File: src/rtl/t03_timer_pkg.sv
// -----------------------------------------------------------------------------
// t03_timer_pkg
// Shared definitions for the hardware-clock timer controller:
//   - MMIO word addresses (CTRL..CAPTURE)
//   - counting modes and a decoder that folds the unused mode code onto
//     free-run
//   - CTRL / STATUS bit positions
//   - bus FSM state type
// -----------------------------------------------------------------------------
package t03_timer_pkg;

  typedef enum logic [2:0] {
    ADDR_CTRL     = 3'd0,
    ADDR_PRESCALE = 3'd1,
    ADDR_COUNT    = 3'd2,
    ADDR_COMPARE  = 3'd3,
    ADDR_STATUS   = 3'd4,
    ADDR_CAPTURE  = 3'd5
  } reg_addr_e;

  typedef enum logic [1:0] {
    MODE_FREE     = 2'b00,
    MODE_PERIODIC = 2'b01,
    MODE_ONESHOT  = 2'b10
  } mode_e;

  localparam int CTRL_EN_BIT      = 0;
  localparam int CTRL_MODE_LSB    = 1;
  localparam int CTRL_MODE_MSB    = 2;
  localparam int CTRL_IRQ_EN_BIT  = 3;
  localparam int STATUS_MATCH_BIT = 0;
  localparam int STATUS_CAP_BIT   = 1;

  typedef enum logic {
    BUS_IDLE = 1'b0,
    BUS_RESP = 1'b1
  } bus_state_e;

  // Mode code 2'b11 behaves exactly like free-run.
  function automatic mode_e decode_mode(input logic [1:0] raw);
    mode_e m;
    case (raw)
      2'b01:   m = MODE_PERIODIC;
      2'b10:   m = MODE_ONESHOT;
      default: m = MODE_FREE;
    endcase
    return m;
  endfunction

endpackage

File: src/rtl/t03_timer_prescaler.sv
// -----------------------------------------------------------------------------
// t03_timer_prescaler
// Divides the system clock into count ticks. While en is high the internal
// counter steps every cycle; on the cycle it equals reload it wraps to 0 and
// tick is high for that cycle. reload = 0 therefore ticks every cycle.
// Ports:
//   clk, rst  clock, asynchronous active-high reset
//   en        run enable (low freezes the counter)
//   clr       synchronous clear (a write of the reload register); no tick
//   reload    terminal count
//   tick      one-cycle count strobe
// -----------------------------------------------------------------------------
module t03_timer_prescaler #(
  parameter int PRESCALE_W = 16
) (
  input  logic                  clk,
  input  logic                  rst,
  input  logic                  en,
  input  logic                  clr,
  input  logic [PRESCALE_W-1:0] reload,
  output logic                  tick
);

  logic [PRESCALE_W-1:0] r_cnt;
  logic                  w_at_reload;

  assign w_at_reload = (r_cnt == reload);
  // A clear in the same cycle suppresses the strobe so the new reload
  // value always starts from a full period.
  assign tick = en && !clr && w_at_reload;

  always_ff @(posedge clk or posedge rst) begin
    if (rst) begin
      r_cnt <= '0;
    end else if (clr) begin
      r_cnt <= '0;
    end else if (en) begin
      if (w_at_reload) r_cnt <= '0;
      else             r_cnt <= r_cnt + PRESCALE_W'(1);
    end
  end

endmodule

File: src/rtl/t03_hwclk_timer_ctrl.sv
// -----------------------------------------------------------------------------
// t03_hwclk_timer_ctrl
// Programmable timer producing the free-running hardware-clock counter.
// Software drives it through a small MMIO register file with a
// request / one-cycle-ack handshake; a compare match raises a level irq.
//
// Optional feature macro: T03_TIMER_CAPTURE_EN
//   adds capture_in (async, 2-flop synchronised); a rising edge latches
//   COUNT into CAPTURE and sets STATUS[1]. Without it address 5 and
//   STATUS[1] read 0.
//
// Ports:
//   clk, rst      clock, asynchronous active-high reset
//   mmio_addr     word select (0 CTRL,1 PRESCALE,2 COUNT,3 COMPARE,
//                 4 STATUS,5 CAPTURE,6-7 reserved)
//   mmio_ren/wen  request strobes, held until mmio_ack
//   mmio_wdata    write data
//   mmio_rdata    registered read data, valid with mmio_ack
//   mmio_ack      one-cycle response
//   counter_out   live COUNT value
//   irq           STATUS flags gated by CTRL.irq_en
//   capture_in    (macro only) asynchronous capture strobe
// -----------------------------------------------------------------------------
module t03_hwclk_timer_ctrl
  import t03_timer_pkg::*;
#(
  parameter int          PRESCALE_W    = 16,
  parameter logic [31:0] RESET_COMPARE = 32'hFFFF_FFFF
) (
  input  logic        clk,
  input  logic        rst,
  input  logic [2:0]  mmio_addr,
  input  logic        mmio_ren,
  input  logic        mmio_wen,
  input  logic [31:0] mmio_wdata,
  output logic [31:0] mmio_rdata,
  output logic        mmio_ack,
  output logic [31:0] counter_out,
  output logic        irq
`ifdef T03_TIMER_CAPTURE_EN
 ,input  logic        capture_in
`endif
);

  // ---------------------------------------------------------------- bus FSM
  bus_state_e r_state;
  bus_state_e w_state_next;
  logic       w_access;
  logic       w_wr;
  logic       w_rd;

  always_ff @(posedge clk or posedge rst) begin
    if (rst) r_state <= BUS_IDLE;
    else     r_state <= w_state_next;
  end

  always_comb begin
    w_state_next = r_state;
    case (r_state)
      BUS_IDLE: if (mmio_ren || mmio_wen) w_state_next = BUS_RESP;
      BUS_RESP: w_state_next = BUS_IDLE;
      default:  w_state_next = BUS_IDLE;
    endcase
  end

  always_comb begin
    mmio_ack = (r_state == BUS_RESP);
  end

  // Accesses are only taken in IDLE; requests still held during RESP are
  // ignored. Write has priority over read when both strobes are set.
  assign w_access = (r_state == BUS_IDLE) && (mmio_ren || mmio_wen);
  assign w_wr     = w_access && mmio_wen;
  assign w_rd     = w_access && mmio_ren && !mmio_wen;

  logic w_wr_ctrl, w_wr_prescale, w_wr_count, w_wr_compare, w_wr_status;
  assign w_wr_ctrl     = w_wr && (mmio_addr == ADDR_CTRL);
  assign w_wr_prescale = w_wr && (mmio_addr == ADDR_PRESCALE);
  assign w_wr_count    = w_wr && (mmio_addr == ADDR_COUNT);
  assign w_wr_compare  = w_wr && (mmio_addr == ADDR_COMPARE);
  assign w_wr_status   = w_wr && (mmio_addr == ADDR_STATUS);

  // --------------------------------------------------------------- registers
  logic                  r_ctrl_en;
  logic [1:0]            r_ctrl_mode;
  logic                  r_ctrl_irq_en;
  logic [PRESCALE_W-1:0] r_prescale;
  logic [31:0]           r_count;
  logic [31:0]           r_compare;
  logic                  r_match;
  logic [31:0]           r_rdata;

  logic                  w_tick;
  logic                  w_hit;
  mode_e                 w_mode;
  logic                  w_cap_flag;
  logic [31:0]           w_capture_word;

  t03_timer_prescaler #(
    .PRESCALE_W (PRESCALE_W)
  ) u_prescaler (
    .clk    (clk),
    .rst    (rst),
    .en     (r_ctrl_en),
    .clr    (w_wr_prescale),
    .reload (r_prescale),
    .tick   (w_tick)
  );

  assign w_mode = decode_mode(r_ctrl_mode);
  // A software COUNT write in the tick cycle overrides the count step and
  // suppresses match evaluation entirely.
  assign w_hit  = w_tick && !w_wr_count && (r_count == r_compare);

  always_ff @(posedge clk or posedge rst) begin
    if (rst) begin
      r_ctrl_en     <= 1'b0;
      r_ctrl_mode   <= 2'b00;
      r_ctrl_irq_en <= 1'b0;
      r_prescale    <= '0;
      r_count       <= '0;
      r_compare     <= RESET_COMPARE;
      r_match       <= 1'b0;
    end else begin
      // Software write beats the one-shot auto-disable.
      if (w_wr_ctrl) begin
        r_ctrl_en     <= mmio_wdata[CTRL_EN_BIT];
        r_ctrl_mode   <= mmio_wdata[CTRL_MODE_MSB:CTRL_MODE_LSB];
        r_ctrl_irq_en <= mmio_wdata[CTRL_IRQ_EN_BIT];
      end else if (w_hit && (w_mode == MODE_ONESHOT)) begin
        r_ctrl_en <= 1'b0;
      end

      if (w_wr_prescale) r_prescale <= mmio_wdata[PRESCALE_W-1:0];

      if (w_wr_count) begin
        r_count <= mmio_wdata;
      end else if (w_tick) begin
        if (w_hit) begin
          case (w_mode)
            MODE_PERIODIC: r_count <= '0;
            MODE_ONESHOT:  r_count <= r_count;
            default:       r_count <= r_count + 32'd1;
          endcase
        end else begin
          r_count <= r_count + 32'd1;
        end
      end

      if (w_wr_compare) r_compare <= mmio_wdata;

      // New match has priority over write-1-to-clear.
      if (w_hit)                                         r_match <= 1'b1;
      else if (w_wr_status && mmio_wdata[STATUS_MATCH_BIT]) r_match <= 1'b0;
    end
  end

  // ---------------------------------------------------------- capture path
`ifdef T03_TIMER_CAPTURE_EN
  logic [1:0]  r_cap_sync;
  logic        r_cap_prev;
  logic [31:0] r_capture;
  logic        r_cap_flag;
  logic        w_cap_edge;

  assign w_cap_edge = r_cap_sync[1] && !r_cap_prev;

  always_ff @(posedge clk or posedge rst) begin
    if (rst) begin
      r_cap_sync <= 2'b00;
      r_cap_prev <= 1'b0;
      r_capture  <= '0;
      r_cap_flag <= 1'b0;
    end else begin
      r_cap_sync <= {r_cap_sync[0], capture_in};
      r_cap_prev <= r_cap_sync[1];
      if (w_cap_edge) r_capture <= r_count;
      if (w_cap_edge)                                      r_cap_flag <= 1'b1;
      else if (w_wr_status && mmio_wdata[STATUS_CAP_BIT]) r_cap_flag <= 1'b0;
    end
  end

  assign w_cap_flag     = r_cap_flag;
  assign w_capture_word = r_capture;
`else
  assign w_cap_flag     = 1'b0;
  assign w_capture_word = '0;
`endif

  // ------------------------------------------------------------- read path
  logic [31:0] w_rd_val;

  always_comb begin
    w_rd_val = '0;
    case (mmio_addr)
      ADDR_CTRL:     w_rd_val = {28'd0, r_ctrl_irq_en, r_ctrl_mode, r_ctrl_en};
      ADDR_PRESCALE: w_rd_val = 32'(r_prescale);
      ADDR_COUNT:    w_rd_val = r_count;
      ADDR_COMPARE:  w_rd_val = r_compare;
      ADDR_STATUS:   w_rd_val = {30'd0, w_cap_flag, r_match};
      ADDR_CAPTURE:  w_rd_val = w_capture_word;
      default:       w_rd_val = '0;
    endcase
  end

  always_ff @(posedge clk or posedge rst) begin
    if (rst)           r_rdata <= '0;
    else if (w_access) r_rdata <= w_rd ? w_rd_val : 32'd0;
  end

  assign mmio_rdata  = r_rdata;
  assign counter_out = r_count;
  assign irq         = r_ctrl_irq_en && (r_match || w_cap_flag);

endmodule
File: config.mk
export PLATFORM = sky130hd
export DESIGN_NAME = t03_hwclk_timer_ctrl
export DESIGN_NICKNAME = d
export VERILOG_FILES = /design/src/rtl/t03_timer_pkg.sv /design/src/rtl/t03_timer_prescaler.sv /design/src/rtl/t03_hwclk_timer_ctrl.sv
export SDC_FILE = /design/constraint.sdc
export NUM_CORES = 1
export LEC_CHECK = 0
export BUFFER_PORTS_ARGS = -buffer_cell sky130_fd_sc_hd__buf_2
export CAP_MARGIN = 20
export CORE_MARGIN = 3
export CORE_UTILIZATION = 45
export CTS_CLUSTER_DIAMETER = 100
export CTS_CLUSTER_SIZE = 28
export DETAILED_ROUTE_END_ITERATION = 16
export GPL_TIMING_DRIVEN = 0
export PLACE_DENSITY = 0.7
export SLEW_MARGIN = 10
export SYNTH_ARGS = -nofsm -noshare
export SYNTH_HDL_FRONTEND = slang
export SYNTH_SLANG_ARGS = --single-unit
File: constraint.sdc
create_clock -name clk -period 5.4 [get_ports clk]
set_clock_uncertainty 0.2 [all_clocks]
set_input_delay 0.54 -clock clk [delete_from_list [all_inputs] [get_ports clk]]
set_output_delay 0.54 -clock clk [all_outputs]
set_load 0.02 [all_outputs]
# Yosys cells after proc, flatten, opt, wreduce, memory -nomap -nowiden
# Index checks and enable logic that the tools add are counted.
# Widths: inputs -> output; s select.
[op_classes]
n_addsub = 2
n_mul = 0
div = 0
n_lt_le_gt_ge = 0
n_eq_ne = 11
shift = 0
muxes = 16
bitwise = 1
reduce_logical = 26
[op_table]
columns = ["op", "count"]
rows = [
  ["$pmux 32 s5", 1],
  ["$mux 32", 4],
  ["$pmux 32 s2", 1],
  ["$mux 16", 3],
  ["$add 32x1->32 const B", 1],
  ["$eq 32x32->1", 1],
  ["$add 16x1->16 const B", 1],
  ["$eq 16x16->1", 1],
  ["$logic_and 1x1->1", 16],
  ["$reduce_bool 2->1", 4],
  ["$eq 3x2->1 const B", 2],
  ["$mux 1", 5],
  ["$eq 2x1->1 const B", 2],
  ["$eq 2x2->1 const B", 2],
  ["$pmux 2 s2", 1],
  ["$eq 3x1->1 const B", 1],
  ["$eq 3x3->1 const B", 1],
  ["$logic_not 1->1", 3],
  ["$logic_not 3->1", 1],
  ["$ne 3x3->1 const B", 1],
  ["$pmux 1 s2", 1],
  ["$reduce_and 2->1", 1],
  ["$logic_or 1x1->1", 1],
  ["$not 1->1", 1],
]
[totals]
register_bits = 134
latchBits = 0
mem_bits_rw = 0
mem_bits_ro = 0
input_bits = 39
output_inout_bits = 66
memories = 0

# Logic depth before layout (Yosys ltp)
[depth]
word_depth = 12
mapped_depth = 11
ltp_nobuf = 8

# Cells and area by module
# From an unflattened synthesis, not the netlist that was laid out.
[unflattened]
cells_unflattened = 744
area_unflattened_um2 = 7375.8
[by_module_without_submodules]
columns = ["mod", "instances", "cells_each", "area_each_um2"]
rows = [
  ["t03_hwclk_timer_ctrl", 1, 607, 6229.7],
  ["t03_timer_prescaler", 1, 137, 1146.1],
]

# Worst setup path after synthesis
# Ideal clock, no wire load.
[synth_path]
kind = "input -> register"
start = "input mmio_addr[1]"
end = "register r_count[31] (netlist: counter_out[31])"
setup_ps = 87
arrival_ps = 2367
t_required_ps = 5113
setup_slack_ps = 2746
path_stages = 9
path_buffers = 2
cell_sequence = "buf_4 or3b_1 o211ai_2 nor4_1 and4b_1 or2_1 buf_2 or4_1 o211ai_1"
[synth_between]
elab_chain_len = 10
word_cells_on_any_way = 16
cone_classes = "eq/ne (3); mux (3); reduce/logical (10)"
[synth_lines]
columns = ["item", "line", "rtl"]
rows = [
  ["from (decl)", "t03_hwclk_timer_ctrl.sv:32", "input logic [2:0] mmio_addr,"],
  ["$eq 3x1->1", "t03_hwclk_timer_ctrl.sv:78", "assign w_wr_prescale = w_wr && (mmio_addr == ADDR_PRESCALE);"],
  ["$logic_and 1x1->1", "t03_hwclk_timer_ctrl.sv:78", ""],
  ["$logic_not 1->1", "t03_timer_prescaler.sv:30", "assign tick = en && !clr && w_at_reload;"],
  ["$logic_and 1x1->1 (2 in series)", "t03_timer_prescaler.sv:30", ""],
  ["$logic_and 1x1->1 (2 in series)", "t03_hwclk_timer_ctrl.sv:113", "assign w_hit = w_tick && !w_wr_count && (r_count == r_compare);"],
  ["$mux 32", "t03_hwclk_timer_ctrl.sv:139", "if (w_hit) begin"],
  ["$mux 32", "t03_hwclk_timer_ctrl.sv:138", "end else if (w_tick) begin"],
  ["$mux 32", "t03_hwclk_timer_ctrl.sv:136", "if (w_wr_count) begin"],
  ["to (signal assigned)", "t03_hwclk_timer_ctrl.sv:137", "r_count <= mmio_wdata;"],
  ["to (signal assigned)", "t03_hwclk_timer_ctrl.sv:142", "MODE_ONESHOT: r_count <= r_count;"],
  ["to (signal assigned)", "t03_hwclk_timer_ctrl.sv:143", "default: r_count <= r_count + 32'd1;"],
  ["to (decl)", "t03_hwclk_timer_ctrl.sv:88", "logic [31:0] r_count;"],
]
# Several ways; a longest one is shown, not always the timed one. The select of a mux whose other input is x is not followed.
# A chain may end at the register's enable or synchronous reset.

# Worst setup path after layout
[layout_path]
start = "register r_count[26] (netlist: counter_out[26])"
end = "register r_count[2] (netlist: counter_out[2])"
[layout_between]
elab_chain_len = 5
word_cells_on_any_way = 7
cone_classes = "eq/ne (2); mux (3); reduce/logical (2)"
[layout_lines]
columns = ["item", "line"]
rows = [
  ["$eq 32x32->1 *", "t03_hwclk_timer_ctrl.sv:113"],
  ["$logic_and 1x1->1 *", "t03_hwclk_timer_ctrl.sv:113"],
  ["$mux 32", "t03_hwclk_timer_ctrl.sv:139"],
  ["$mux 32", "t03_hwclk_timer_ctrl.sv:138"],
  ["$mux 32", "t03_hwclk_timer_ctrl.sv:136"],
]
# Mark *: on every way between the ends. The rest lies on a longest branch, timed or not. The select of a mux whose other input is x is not followed.

==> metrics <==
status completed; IO Port Bufs 103; largest net degree at the start of global routing 80; Tightest Pin Transition 0.999 ns; WS Path Type flop to flop; dominant cell type by area after synthesis dfrtp_1; CTS tree done; area of the multi-input gates 3750 µm²; initial antenna violation count 0; layout cells sized above 1 29.4%; nets@finish 911; Die X 134 µm; CTS Sinks 134; # Post-CTS Setup Buffers 0; Post-synth EDFFs 0; reg2reg setup slack 2.18 ns; Final Hold Viols 0; Hold Path Class input port to flop; register area 3390 µm²; vias per cell 5.89; Rows 46; critical register-to-register path endpoint counter_out[2]; WL/cell 20.1 µm; r2r startpoint counter_out[26]; pre-CTS WS 2.23 ns; post-synth top area share 34.5%; simple-gate portion of the synthesized area 17.3%; Post-synth top cells 102 x dfrtp_1, 72 x nand2_1, 65 x mux2_2; R2R depth 9; final setup margin 2.18 ns; CTS root buffer clkbuf_16; Slew Limit Headroom 32.9%; largest family of logic cells by synthesized area simple AND/OR/NAND/NOR gates; initial DRC count 640; share of flip-flops with an asynchronous set or reset 100%; Hold Crit Start mmio_wdata[19]; P per Cell Area 390 nW/µm²; DRT Wirelength 22,100 µm; Leak 0.00383 µW; Max FO, Critical Path 10; min Tclk post-route 3.22 ns; multiplexer area fraction after synthesis 11.4%; Num CTS Buffers 17; clock network latency to the later pin of the worst-skew pair 0.43 ns; first-pass GRT wire length 35,000 µm; critical path arrival 3.38 ns; fillers 1,485; synthesized area per cell 9.94 µm²; routability cong. 0.905; CP Data Required Time 5.56 ns; DP HPWL 16,200 µm; Slew Limit Fails 0; Mapped Cells 745; Die Y-Extent 134 µm; total core area 16,000 µm²; worst IR drop on VDD 267 µV; crit share post-route 59.7%; Layout area overhead 19.2%; io pins 105; remaining global-route overflow 0; Synth Area in XOR/XNOR 6.15%; Seq/Total Area, Yosys 45.8%; Synth Flop Type dfrtp_1; top-count cell post-synth dfrtp_1; synth unique cells 62; Post-Syn Area 7400 µm²; RSZ-0062 raised after global routing no; Synth Warn # 0; post_cts resized 0; diode count 0; Clock Tree Buf Depth 2; initial core utilization 46.3%; Post-DRT Antenna Nets 0; vias in the first global route 6,248; Crit. Startpoint counter_out[26]; Residual DRC 0; adder-cell share of the synthesized area 0.338%; Worst Setup Start Kind flop; setup_tns 0 ns; top post-synthesis cells by area dfrtp_1 34%, dfstp_2 11%, mux2_2 9.9%; FF+latch count, synth 134; Net Count, Synth 786; endpoints failing setup 0; GR Util All Layers 24.9%; hold endpoint counter_out[19]; drt first pass iters 5; compound-cell area share of the yosys netlist 15.6%; CP Capture Type flop; MaxCap Viol Count 0; hold path cells 3; Reg clk slew, reported paths 0.06 ns; fmax 310 MHz; die area 18,000 µm²; H-Tree Level Count 4; total number of vias 6,472
## registers in the layout, indices dropped and copies added (netlist names)
| name | flops |
|---|---|
| counter_out | 32 |
| mmio_rdata | 32 |
| r_compare | 32 |
| r_prescale | 16 |
| u_prescaler.r_cnt | 16 |
| r_ctrl_mode | 2 |
| mmio_ack | 1 |
| r_ctrl_en | 1 |
| r_ctrl_irq_en | 1 |
| r_match | 1 |
## worst max path at each step
stage	to	depth (start not counted)	slack [ns]
final	counter_out[2]	9	2.18
after detailed placement	counter_out[2]	9	2.23
after CTS	counter_out[2]	9	2.23
after floorplan	counter_out[0]	1	1.13
after global placement	mmio_rdata[11]	2	-0.55
after global routing	counter_out[2]	9	1.91
## layer usage
metal  vias up  track usage (%)  share of wire [%]
li1       2981                -                  -
met2       239             37.3                 46
met3        51             5.63                6.6
met1      3201             35.1                 44
met4         0             10.0                3.2
met5         -                0                  0
## cells by family (layout without fill, tap and decap cells)
group / after synthesis / count (layout)
flip-flops: 134 / 134
buffers and inverters: 62 / 200
AND/OR/NAND/NOR: 247 / 247
multiplexers: 72 / 72
XOR/XNOR: 52 / 52
adder cells (fa/ha/maj): 2 / 2
AO/OA/AOI/OAI: 176 / 176
## power breakdown
part	total (µW)	internal, µW	switching (µW)
Combinational	877	383	494
Clock	1170	735	432
Sequential	1390	1210	184
## cell type report
class	instances	area share [%]
Inverter	6	0.312
Sequential cell	134	38.5
Tap cell	216	3.06
Clock buffer	23	5.19
Timing Repair Buffer	106	6.33
Buffer	56	2.62
Clock inverter	9	1.43
Multi-Input combinational cell	549	42.6
## cell usage in the layout, fill, tap and decap left out, types with 5 or more instances in the layout
cell	n
buf_2	118
o21ai_0	57
xor2_1	20
a21oi_1	13
o21ai_1	17
and3_1	13
or4_1	5
dfstp_2	32
mux2_2	65
a21o_1	5
and2_1	9
nor4_1	9
a22o_1	6
nand2b_1	14
xnor2_1	32
clkbuf_1	45
nand3_1	32
nand4_1	24
nor2_1	34
nor3_1	11
dfrtp_1	102
nand2_1	72
a22oi_1	46
clkbuf_16	17
## repair_timing
item                                   in CTS  in global routing
hold buffers                                1                  0
endpoints found under the hold margin       5                  0
setup endpoints to repair                   0                  0
## per-stage QoR
| step | area [µm²] | power (µW) | cells | util, % | hold WS [ns] |
|---|---|---|---|---|---|
| after global routing | 8820 | 3600 | 1099 | 55.1 | 0.164 |
| after floorplan | 7400 | 1980 | 745 | - | 0.268 |
| after global placement | 8190 | 2240 | 1064 | 51.2 | 0.255 |
| after detailed placement | 8230 | 2270 | 1066 | 51.4 | 0.267 |
| after CTS | 8820 | 3430 | 1099 | 55.1 | 0.132 |
| final | 8820 | 3440 | 1099 | 55.1 | 0.136 |
## critical path: stages (launching register included)
cell and delay [ns]:
dfrtp_1 0.38, clkbuf_1 0.22, xnor2_1 0.36, nand4_1 0.15
nor3_1 0.44, nand3_2 0.36, nand2_1 0.25, clkbuf_1 0.50
o21ai_0 0.20, nand3_1 0.10
(Power assumes the default switching activity.)
